--- config.mk ---
export PLATFORM = sky130hd
export DESIGN_NAME = seg7_scan_driver
export DESIGN_NICKNAME = d
export VERILOG_FILES = /design/src/rtl/seg7_scan_driver.sv
export SDC_FILE = /design/constraint.sdc
export NUM_CORES = 1
export LEC_CHECK = 0
export ABC_AREA = 0
export CAP_MARGIN = 20
export CORE_AREA = 2 2 95 97
export CTS_BUF_LIST = sky130_fd_sc_hd__clkbuf_16
export DETAILED_ROUTE_END_ITERATION = 12
export DIE_AREA = 0 0 97 99
export GPL_TIMING_DRIVEN = 0
export HOLD_SLACK_MARGIN = 0.06
export SLEW_MARGIN = 10
export SYNTH_ARGS = -nofsm -noshare
export SYNTH_HDL_FRONTEND = slang
export SYNTH_SLANG_ARGS = --single-unit
--- constraint.sdc ---
create_clock -name clock -period 6.25 [get_ports clock]
set_input_delay 1.25 -clock clock [delete_from_list [all_inputs] [get_ports clock]]
set_output_delay 1.25 -clock clock [all_outputs]
set_load 0.005 [all_outputs]
--- src/rtl/seg7_scan_driver.sv ---
// ============================================================================
// Module   : seg7_scan_driver
// Purpose  : Scans four BCD digits onto a shared active-low 7-segment bus with
//            per-digit decimal points, leading-zero blanking and dead time.
// Revision : 1.0
// ============================================================================
`default_nettype none

module seg7_scan_driver #(
  parameter int CLK_HZ       = 50_000_000,
  parameter int REFRESH_HZ   = 250,
  parameter int BLANK_CYCLES = 500
) (
  input  logic        clock,
  input  logic        reset,
  input  logic        enable,
  input  logic [15:0] digits,
  input  logic [3:0]  dp_en,
  input  logic        blank_lz,
  output logic [6:0]  segmentos,
  output logic        dp,
  output logic [3:0]  displays,
  output logic        frame_tick
);

  localparam int SLOT = CLK_HZ / (4 * REFRESH_HZ);
  localparam int PW   = (SLOT > 1) ? $clog2(SLOT) : 1;
  localparam logic [PW-1:0] c_SLOT_LAST = PW'(SLOT - 1);
  localparam logic [PW-1:0] c_BLANK     = PW'(BLANK_CYCLES);
  localparam logic [6:0]    c_SEG_OFF   = 7'h7F;

  generate
    if (!(SLOT > BLANK_CYCLES && BLANK_CYCLES >= 1)) begin : g_param_check
      $error("seg7_scan_driver: requires SLOT > BLANK_CYCLES >= 1");
    end
  endgenerate

  typedef enum logic [0:0] {
    ST_BLANK = 1'b0,
    ST_SHOW  = 1'b1
  } state_t;

  state_t        r_state;
  state_t        w_state_nxt;
  logic          r_run;
  logic [PW-1:0] r_pre;
  logic [PW-1:0] w_pre_nxt;
  logic [1:0]    r_idx;
  logic [1:0]    w_idx_nxt;
  logic          w_frame_start;

  logic [15:0]   r_sh_dig;
  logic [3:0]    r_sh_dp;
  logic          r_sh_lz;
  logic [15:0]   w_sh_dig;
  logic [3:0]    w_sh_dp;
  logic          w_sh_lz;

  logic [3:0]    w_digit;
  logic [3:0]    w_lz_mask;
  logic [6:0]    w_seg_nxt;
  logic          w_dp_nxt;
  logic [3:0]    w_disp_nxt;
  logic          w_tick_nxt;

  function automatic logic [6:0] f_decode(input logic [3:0] d);
    case (d)
      4'd0:    f_decode = 7'b0000001;
      4'd1:    f_decode = 7'b1001111;
      4'd2:    f_decode = 7'b0010010;
      4'd3:    f_decode = 7'b0000110;
      4'd4:    f_decode = 7'b1001100;
      4'd5:    f_decode = 7'b0100100;
      4'd6:    f_decode = 7'b0100000;
      4'd7:    f_decode = 7'b0001111;
      4'd8:    f_decode = 7'b0000000;
      4'd9:    f_decode = 7'b0000100;
      default: f_decode = c_SEG_OFF;
    endcase
  endfunction

  always_ff @(posedge clock or posedge reset) begin
    if (reset) begin
      r_state    <= ST_BLANK;
      r_run      <= 1'b0;
      r_pre      <= '0;
      r_idx      <= 2'd0;
      r_sh_dig   <= 16'h0000;
      r_sh_dp    <= 4'h0;
      r_sh_lz    <= 1'b0;
      segmentos  <= c_SEG_OFF;
      dp         <= 1'b1;
      displays   <= 4'hF;
      frame_tick <= 1'b0;
    end else begin
      r_state    <= w_state_nxt;
      r_run      <= enable;
      r_pre      <= w_pre_nxt;
      r_idx      <= w_idx_nxt;
      r_sh_dig   <= w_sh_dig;
      r_sh_dp    <= w_sh_dp;
      r_sh_lz    <= w_sh_lz;
      segmentos  <= w_seg_nxt;
      dp         <= w_dp_nxt;
      displays   <= w_disp_nxt;
      frame_tick <= w_tick_nxt;
    end
  end

  // Outputs are computed for the scan position being entered, so the
  // registered outputs always line up with the registered counters.
  always_comb begin
    w_pre_nxt     = '0;
    w_idx_nxt     = 2'd0;
    w_frame_start = 1'b0;
    w_state_nxt   = ST_BLANK;
    w_seg_nxt     = c_SEG_OFF;
    w_dp_nxt      = 1'b1;
    w_disp_nxt    = 4'hF;
    w_tick_nxt    = 1'b0;

    if (enable) begin
      if (!r_run) begin
        w_frame_start = 1'b1;
      end else if (r_pre == c_SLOT_LAST) begin
        w_idx_nxt     = r_idx + 2'd1;
        w_frame_start = (r_idx == 2'd3);
      end else begin
        w_pre_nxt = r_pre + {{(PW-1){1'b0}}, 1'b1};
        w_idx_nxt = r_idx;
      end
    end

    w_sh_dig = w_frame_start ? digits   : r_sh_dig;
    w_sh_dp  = w_frame_start ? dp_en    : r_sh_dp;
    w_sh_lz  = w_frame_start ? blank_lz : r_sh_lz;

    // A digit is a leading zero when it and every digit to its left are zero.
    w_lz_mask[3] = (w_sh_dig[15:12] == 4'd0);
    w_lz_mask[2] = w_lz_mask[3] && (w_sh_dig[11:8] == 4'd0);
    w_lz_mask[1] = w_lz_mask[2] && (w_sh_dig[7:4] == 4'd0);
    w_lz_mask[0] = 1'b0;

    w_digit = w_sh_dig[{w_idx_nxt, 2'b00} +: 4];

    if (w_pre_nxt >= c_BLANK) begin
      w_state_nxt = ST_SHOW;
    end

    if (enable) begin
      w_tick_nxt = w_frame_start;
      if (w_state_nxt == ST_SHOW) begin
        w_disp_nxt = ~(4'b0001 << w_idx_nxt);
        w_dp_nxt   = ~w_sh_dp[w_idx_nxt];
        w_seg_nxt  = (w_sh_lz && w_lz_mask[w_idx_nxt]) ? c_SEG_OFF : f_decode(w_digit);
      end
    end
  end

endmodule

`default_nettype wire
== Yosys cells after proc, flatten, opt, wreduce, memory -nomap -nowiden ==
Memory sizes are Yosys's and may differ from the RTL's.
Index checks and enable logic that the tools add are counted.
Widths: inputs -> output; s select.

* Equality and inequality tests: 2
* Reduce and logical (&&, ||, !) cells: 6
* Add/sub/neg operators: 2
* Shift operators: 2
* Bitwise logic cells: 2
* Order comparisons: 2
* Multiplexer cells: 25

{| class="wikitable"
|+ Operator list
! cell !! count
|-
| $mux 16 || 4
|-
| $mux 7 || 3
|-
| $add 16x1->16 const B || 1
|-
| $eq 16x16->1 const B || 1
|-
| $ge 16x9->1 const B || 1
|-
| $shiftx 16x5->4 || 1
|-
| $logic_not 4->1 || 3
|-
| $mux 4 || 3
|-
| $mux 1 || 10
|-
| $mux 2 || 3
|-
| $bmux 1 s2 || 2
|-
| $not 4->4 || 1
|-
| $shl 1x2->4 const A || 1
|-
| $logic_and 1x1->1 || 3
|-
| $lt 2x3->1 const B || 1
|-
| $add 2x1->2 const B || 1
|-
| $eq 2x2->1 const B || 1
|-
| $not 1->1 || 1
|}

* Memory bits (read-only): 112
* Output and inout bits: 13
* Register bits: 53
* Memories: 1

{| class="wikitable"
|+ Memory list
! name !! depth !! bits a word !! read ports !! clocked after Yosys merged registers in !! wr ports !! RTL line !! RTL
|-
| (no name shown) || 16 || 7 || 1 || 0 || 0 || 67 || <nowiki>case (d)</nowiki>
|}

== Longest topological paths before layout ==
* Word-level depth: 14
* Mapped depth: 14
* Gate-level depth less buffers: 13

== Worst setup path before layout ==
OpenSTA, ideal clock, no wires.

* Kind: input -> register
* From: input port enable
* To: register segmentos[5]
* Path buffers: 2
* Stages: 12
* Data arrival time: 3.270 ns
* Setup slack: 2.898 ns
* Library setup time: 0.082 ns
* Path through: nand2b_1 -> clkbuf_1 -> o21ai_4 -> buf_4 -> mux2_2 -> nor2_1 -> nor3_1 -> inv_1 -> ha_1 -> nand2_1 -> a21oi_1 -> or2_1

* Elaborated cells on any way between the ends: 20
* Classes of those cells: order compare: 1; shift: 1; mux: 11; reduce/logical: 6; memory: 1

{| class="wikitable"
|+ RTL lines
! what !! RTL line !! RTL
|-
| from (decl) || 16 || <nowiki>input logic enable,</nowiki>
|-
| $mux 1 || 122 || <nowiki>if (enable) begin</nowiki>
|-
| $mux 16 || 134 || <nowiki>w_sh_dig = w_frame_start ? digits : r_sh_dig;</nowiki>
|-
| via w_sh_dig[0] || 55 || <nowiki>logic [15:0] w_sh_dig;</nowiki>
|-
| $shiftx 16x5->4 || 144 || <nowiki>w_digit = w_sh_dig[{w_idx_nxt, 2'b00} +: 4];</nowiki>
|-
| $mem_v2 16x7 || -- ||
|-
| $mux 7 || 155 || <nowiki>w_seg_nxt = (w_sh_lz && w_lz_mask[w_idx_nxt]) ? c_SEG_OFF : f_decode(w_digit);</nowiki>
|-
| $mux 7 || 152 || <nowiki>if (w_state_nxt == ST_SHOW) begin</nowiki>
|-
| $mux 7 || 150 || <nowiki>if (enable) begin</nowiki>
|-
| via w_seg_nxt[5] || 61 || <nowiki>logic [6:0] w_seg_nxt;</nowiki>
|-
| to (signal assigned) || 91 || <nowiki>segmentos <= c_SEG_OFF;</nowiki>
|-
| to (signal assigned) || 103 || <nowiki>segmentos <= w_seg_nxt;</nowiki>
|-
| to (decl) || 20 || <nowiki>output logic [6:0] segmentos,</nowiki>
|}

The timed path passes the listed nets, and every way through them passes these cells. The select of a mux whose other input is x is not followed.

== Final worst setup path ==
* From: input port enable
* To: register segmentos[5]

* Longest elaborated chain between the ends: 11
* Elaborated cells on any way between the ends: 20
* Classes of those cells: order compare: 1; shift: 1; mux: 11; reduce/logical: 6; memory: 1

{| class="wikitable"
|+ RTL lines
! what !! RTL line
|-
| parallel branches: the longest is 10 deep, another holds $mem_v2 16x7 || --
|-
| $mux 7 (*) || 150
|-
| via w_seg_nxt[5] || 61
|}

Mark *: on every way through the listed nets, which the timed path passes. The select of a mux whose other input is x is not followed.

==> impl_metrics.ini <==
[outcome]
status = finished, final reports clean

[setup_path]
cp_cell_sequence = clkdlybuf4s50_1 -> nand2b_1 -> clkbuf_1 -> o21ai_4 -> buf_4 -> a2111oi_0 -> nor4_2 -> inv_1 -> ha_1 -> nand2_1 -> a21oi_1 -> or2_1
setup.worst_path.start_class = input port
critPathBufInv = 4
regToRegEndpoint = segmentos[5]
worst_path_max_delay_cell = a2111oi_0
slowest_delay_ns = 0.61
crit_family = buffers and inverters
critPathMaxFanout = 10
worst_r2r_path_depth = 13
required_ns = 6.47
reg2reg_slack_ns = 2.71
endpoint_kind = register
criticalPathCategory = input port to register
cp_data_arrival_time_ns = 4.30
reg2reg_from = r_pre[0]

[power_and_ir_drop]
power_mw = 0.743
swShare_pct = 24.9
p_leak_nw = 1.45
combPwrFrac_pct = 13.5
p_int_mw = 0.558
clkPwrFrac_pct = 36.5
seq_power_share_pct = 50.1
vdd_drop_max_uv = 124
p_per_area_mw_per_mm2 = 208
p_sw_mw = 0.185

[floorplan]
ios = 37
die-width_um = 97
initial_core_util_pct = 34.1
rows = 34
dieArea_mm2 = 0.00960
fp.coreArea_mm2 = 0.00855
die_y_um = 99

[route]
via_per_inst = 5.14
drcViolationCount = 0
routedWlPerCell_um = 14.7
vias = 2250
ant_nets = 0
wirelength_um = 6450
drt_pass1_iterations = 4
drt_iter0_markers = 86

[finish]
fin_nets = 361
antennaDiodeCount = 0
syn2layout_area_growth_pct = 22.6
drive_gt1_share_pct = 17.6

[clock_network]
h-tree-depth = 2
cts_made_buffers = 5
cts-resized-gates = 0
hold_buffers = 0
clk_pin_slew_ns = 0.07
cts_max_path_buffers = 2
cts_setup_buffers = 0
cts_tree = yes
cts.sinks = 53
cts_root_buf = clkbuf_16
clk_latency_ns = 0.29

[synth]
synth.area.top_cells = dfrtp_1 (35%), dfstp_2 (11%), mux2_2 (3.9%)
synth_edf_count = 0
async_flop_share_pct = 100
ys.flop_type = dfrtp_1
synth_nets = 317
ys_types = 54
syn_area_per_cell_um2 = 10.2
syn_inst = 285
yosysTopAreaCellShare_pct = 35.2
synth_seq_cells = 53
synth_warnings = 0
syn_area_mm2 = 0.00292
synth_common_cells = dfrtp_1 (41), nor2_1 (30), nand2_1 (27), a21oi_1 (18), dfstp_2 (12)
yosysMostFrequentCell = dfrtp_1
synth_seq_area_share_pct = 46.0
yosysTopAreaCell = dfrtp_1

[sta]
fmax_ghz = 0.245
worst_slew_pin_slew_ns = 0.725
period_needed_ns = 4.09
final-hold-violation-count = 0
tns_ns = 0
period_share_pct = 65.4
finalSetupViolCount = 0
slew_headroom_pct = 51.2
setup_slack_ns = 2.16
slew_viol_final = 0
fin_skew_ns = 0.00487
rsz0062_at_grt = false

[global_routing]
grt_start_max_net_pins = 33
grt_pass1_vias = 2239
overflow = 0
track_usage_pct = 14.0
grt_antenna_before_repair = 0
grt_pass1_wl_um = 11000

[min_path]
hold_depth = 1
worstHoldStart = r_sh_dp[2]
whs_endpoint = r_sh_dp[2]
hp-class = register to register

[place]
routabilityCongestion = 0.794
hpwl_um = 4690
dpl_worst_slack_ns = 1.83
port_buffers = 36

[run]
maxCapViolCount = 0
area by class of cell:
class | count | area, um2
timing repair buffer | 37 | 380
inverter | 12 | 45.0
clock inverter | 3 | 17.5
sequential | 53 | 1340
buffer | 15 | 105
clock buffer | 5 | 125
tap | 108 | 135
multi-input combinational | 205 | 1430
fill | 838 | 4970
routing by layer:
layer / GRT usage [%] / share of wire, %
met5: 0 / 0
met4: 3.58 / 0.96
met3: 2.27 / 3.1
met2: 24.5 / 49
met1: 18.2 / 47
registers in the layout, indices dropped and copies added (netlist names):
register	cells
r_sh_dp	4
r_sh_lz	1
displays	4
dp	1
r_idx	2
segmentos	7
r_run	1
frame_tick	1
r_pre	16
r_sh_dig	16
worst register-to-register path, cell delays in order, from the launching register on:
cell and delay (ns):
dfrtp_1 0.42, ha_1 0.16, clkbuf_2 0.18, nor4b_4 0.23
nand4_1 0.24, o21ai_4 0.35, buf_4 0.25, a2111oi_0 0.15
nor4_2 0.63, inv_1 0.18, ha_1 0.31, nand2_1 0.08
a21oi_1 0.06, or2_1 0.22
metrics by stage:
step / hold slack (ns) / util [%] / instances / instance area (um2)
4_1_cts: 0.491 / 41.8 / 438 / 3580
6_report: 0.489 / 41.8 / 438 / 3580
3_5_place_dp: 0.474 / 40.2 / 430 / 3430
3_3_place_gp: 0.474 / 39.9 / 429 / 3410
2_1_floorplan: 0.455 / - / 285 / 2920
5_1_grt: 0.523 / 41.8 / 438 / 3580
power groups by stage:
| stage | Clock [mW] | Combinational (mW) | Sequential, mW |
|---|---|---|---|
| floorplan | 0 | 0.0669 | 0.375 |
| global placement | 0 | 0.0983 | 0.378 |
| detailed placement | 0 | 0.101 | 0.378 |
| CTS | 0.283 | 0.101 | 0.372 |
| global route | 0.295 | 0.113 | 0.374 |
| finish | 0.271 | 0.100 | 0.372 |
worst max-delay path by stage:
| stage | startpoint | endpoint | cells past startpoint |
|---|---|---|---|
| after floorplan | enable | segmentos[5] | 12 |
| after global placement | enable | segmentos[5] | 13 |
| after detailed placement | enable | segmentos[5] | 12 |
| after CTS | enable | segmentos[5] | 12 |
| after global routing | enable | segmentos[5] | 13 |
| final | enable | segmentos[5] | 12 |
layout by cell type (no fill, tap or decap), types with 3 or more instances in the layout:
| cell | Yosys | routed |
|---|---|---|
| xnor2_1 | 11 | 11 |
| xor2_1 | 4 | 4 |
| buf_6 | 4 | 4 |
| nor2_1 | 30 | 30 |
| nor4_1 | 8 | 8 |
| buf_4 | 4 | 4 |
| inv_1 | 11 | 10 |
| mux2_2 | 10 | 10 |
| and2_1 | 3 | 3 |
| clkbuf_1 | 4 | 4 |
| and3_1 | 4 | 4 |
| o211ai_1 | 3 | 3 |
| mux2i_1 | 4 | 4 |
| o21ai_0 | 4 | 4 |
| ha_1 | 8 | 8 |
| a21o_1 | 10 | 10 |
| nor3_1 | 4 | 4 |
| nand4_1 | 4 | 4 |
| clkbuf_16 | 0 | 5 |
| nand3_1 | 9 | 9 |
| clkdlybuf4s50_1 | 0 | 36 |
| or3_1 | 5 | 5 |
| a2111oi_0 | 6 | 6 |
| dfstp_2 | 12 | 12 |
| nand2_1 | 27 | 27 |
| dfrtp_1 | 41 | 41 |
| mux2_1 | 3 | 3 |
| a21oi_1 | 18 | 18 |
kinds of logic (layout without fill, tap and decap cells):
| kind of cell | after synthesis | after routing | share of synthesized area, % |
|---|---|---|---|
| and+or+nand+nor | 110 | 110 | 20.5 |
| AOI/OAI and AO/OA | 54 | 54 | 13.5 |
| DFF | 53 | 53 | 46.0 |
| buffers and inverters | 27 | 72 | 5.15 |
| muxes | 18 | 18 | 6.90 |
| xor gates and xnor gates | 15 | 15 | 4.50 |
| adders and majority gates | 8 | 8 | 3.43 |
Power figures use the tool's default switching activity.
==> RTL edit: new RTL, same settings <==
Add an input register stage for `digits`, cleared by the reset; this delays it by one clock. The other inputs are not delayed to match.
--- a/src/rtl/seg7_scan_driver.sv
+++ b/src/rtl/seg7_scan_driver.sv
@@ -29,4 +29,14 @@
   localparam logic [PW-1:0] c_BLANK     = PW'(BLANK_CYCLES);
   localparam logic [6:0]    c_SEG_OFF   = 7'h7F;
+
+  logic [15:0] digits_q;
+
+  always_ff @(posedge clock or posedge reset) begin
+    if (reset) begin
+      digits_q <= '0;
+    end else begin
+      digits_q <= digits;
+    end
+  end
 
   generate
@@ -132,5 +142,5 @@
     end
 
-    w_sh_dig = w_frame_start ? digits   : r_sh_dig;
+    w_sh_dig = w_frame_start ? digits_q : r_sh_dig;
     w_sh_dp  = w_frame_start ? dp_en    : r_sh_dp;
     w_sh_lz  = w_frame_start ? blank_lz : r_sh_lz;
Check against the original RTL: same outputs for any inputs over 10 cycles, from zero or initial values and one cycle with reset high; that may be too few to reach the edited logic, so the function may still have changed.
==> RTL edit against the unedited design <==
Power is 51% higher. Sequential share of layout area grew 4.4 points. Worst setup slack better by 62 ps. Final area grew 16%. Synthesized area grew 14%. Hold slack lost 6.5 ps. Via count is 6.1% higher. Sequential cell count increased by 16. Routed wire length up 6.5%. Clock power increased by 96%. Critical endpoint unchanged.
==> RTL edit: results (changes against the unedited design) <==
[outcome]
status=finished clean

[route]
wl_met1_um=3090  ; +2.0%
wl_met2_um=3460  ; +9.6%
detail_route.wl_per_cell_um=14.9  ; +0.93%
met3_length_um=225  ; +11%
viasPerCell=5.17  ; +0.62%
drtPass1Iterations=4  ; unchanged
drt_iter0_markers=104  ; +21%

[global_routing]
grt.total_usage=0.154  ; +0.0143
grt_max_degree=65  ; +97%
grt_pass1_wl_um=11800  ; +7.2%
first_global_vias=2372  ; +5.9%

[worst_setup_path]
cpPeakStageDelay_ps=490  ; -120 ps
r2r_slack_ps=2600  ; -110 ps
cp.arrival_ps=4280  ; -20 ps
cp_slowest_cell=clkdlybuf4s50_1
setup.worst_path.start=enable

[final_layout]
clock_buffers=9  ; +4
nonClkBufAreaFrac=0.119  ; -0.0172
fin_cells=462  ; +5.5%
drive_gt1_frac=0.184  ; +0.00786
fin_util=0.486  ; +0.0682
clk_share=0.0758  ; +0.0359
multi_input_area_share=0.343  ; -0.0559
nets=381  ; +5.5%
seq_area_um2=1740  ; +30%
n_fill_cell=793  ; -5.4%
largestRegisters=digits_q (16), r_pre (16), r_sh_dig (16)

[yosys]
synth.avg_cell_area_um2=11.0  ; +7.7%
synth_xor_area_frac=0.0396  ; -0.00543
synth_area_leaders=dfrtp_1 43%, dfstp_2 9.5%, mux2_2 3.4%, nor2_1 3.4%, nand2_1 3.1%
synth-compound-area-share=0.119  ; -0.0163
synthMuxAreaShare=0.0607  ; -0.00833
yosysSeqAreaShare=0.525  ; +0.0652
ys_ff_latch=69  ; +30%
yosys.area_share.adder=0.0302  ; -0.00414
synth_common_cells=57 x dfrtp_1, 30 x nor2_1, 27 x nand2_1
synth_nets=333  ; +5.0%

[clock_tree]
cts_resized=0  ; unchanged
cts_max_level=3  ; +1
postCtsSetupBuffers=0  ; unchanged
clock_latency_ps=330  ; +40 ps
clkTransAtPathRegs_ps=50  ; -20 ps

[placement]
hpwl_um=4770  ; +1.6%
pre_cts_ws_ps=1870  ; +39.1 ps
placed_area_um2=3840  ; +12%
place_inst=446  ; +3.7%
gp_congestion=0.834  ; +5.1%

[sta]
whs_ps=482  ; -6.45 ps
slew_headroom=0.518  ; +0.00534
fin_ws_ps=2220  ; +62.0 ps
skew_ps=4.38  ; -0.486 ps

[power_and_ir_drop]
vdd_drop_max_v=0.000131  ; +5.3%
p_leak_nw=1.72  ; +19%
p_sw_frac=0.225  ; -0.0244

## RTL edit: power groups by stage
| stage | Sequential (W) | Combinational [W] | Clock, W |
|---|---|---|---|
| 4_1_cts | 0.000485 | 0.000104 | 0.000544 |
| 3_3_place_gp | 0.000492 | 0.0000993 | 0 |
| 5_1_grt | 0.000488 | 0.000116 | 0.000574 |
| 6_report | 0.000485 | 0.000103 | 0.000531 |
| 2_1_floorplan | 0.000488 | 0.0000685 | 0 |
| 3_5_place_dp | 0.000493 | 0.000103 | 0 |
## RTL edit: kinds of logic (layout without fill, tap and decap cells)
kind of cell,after synthesis,count (layout)
AND/OR/NAND/NOR,110,110
flip-flops,69,69
AO/OA/AOI/OAI,54,54
buffers and inverters,27,80
multiplexers,18,18
XOR/XNOR,15,15
adder cells (fa/ha/maj),8,8
## RTL edit: routing by layer
metal / global-route usage / vias up
met5: 0 / -
met4: 0.0553 / 0
met3: 0.0447 / 6
met2: 0.253 / 45
met1: 0.196 / 1172
li1: - / 1165
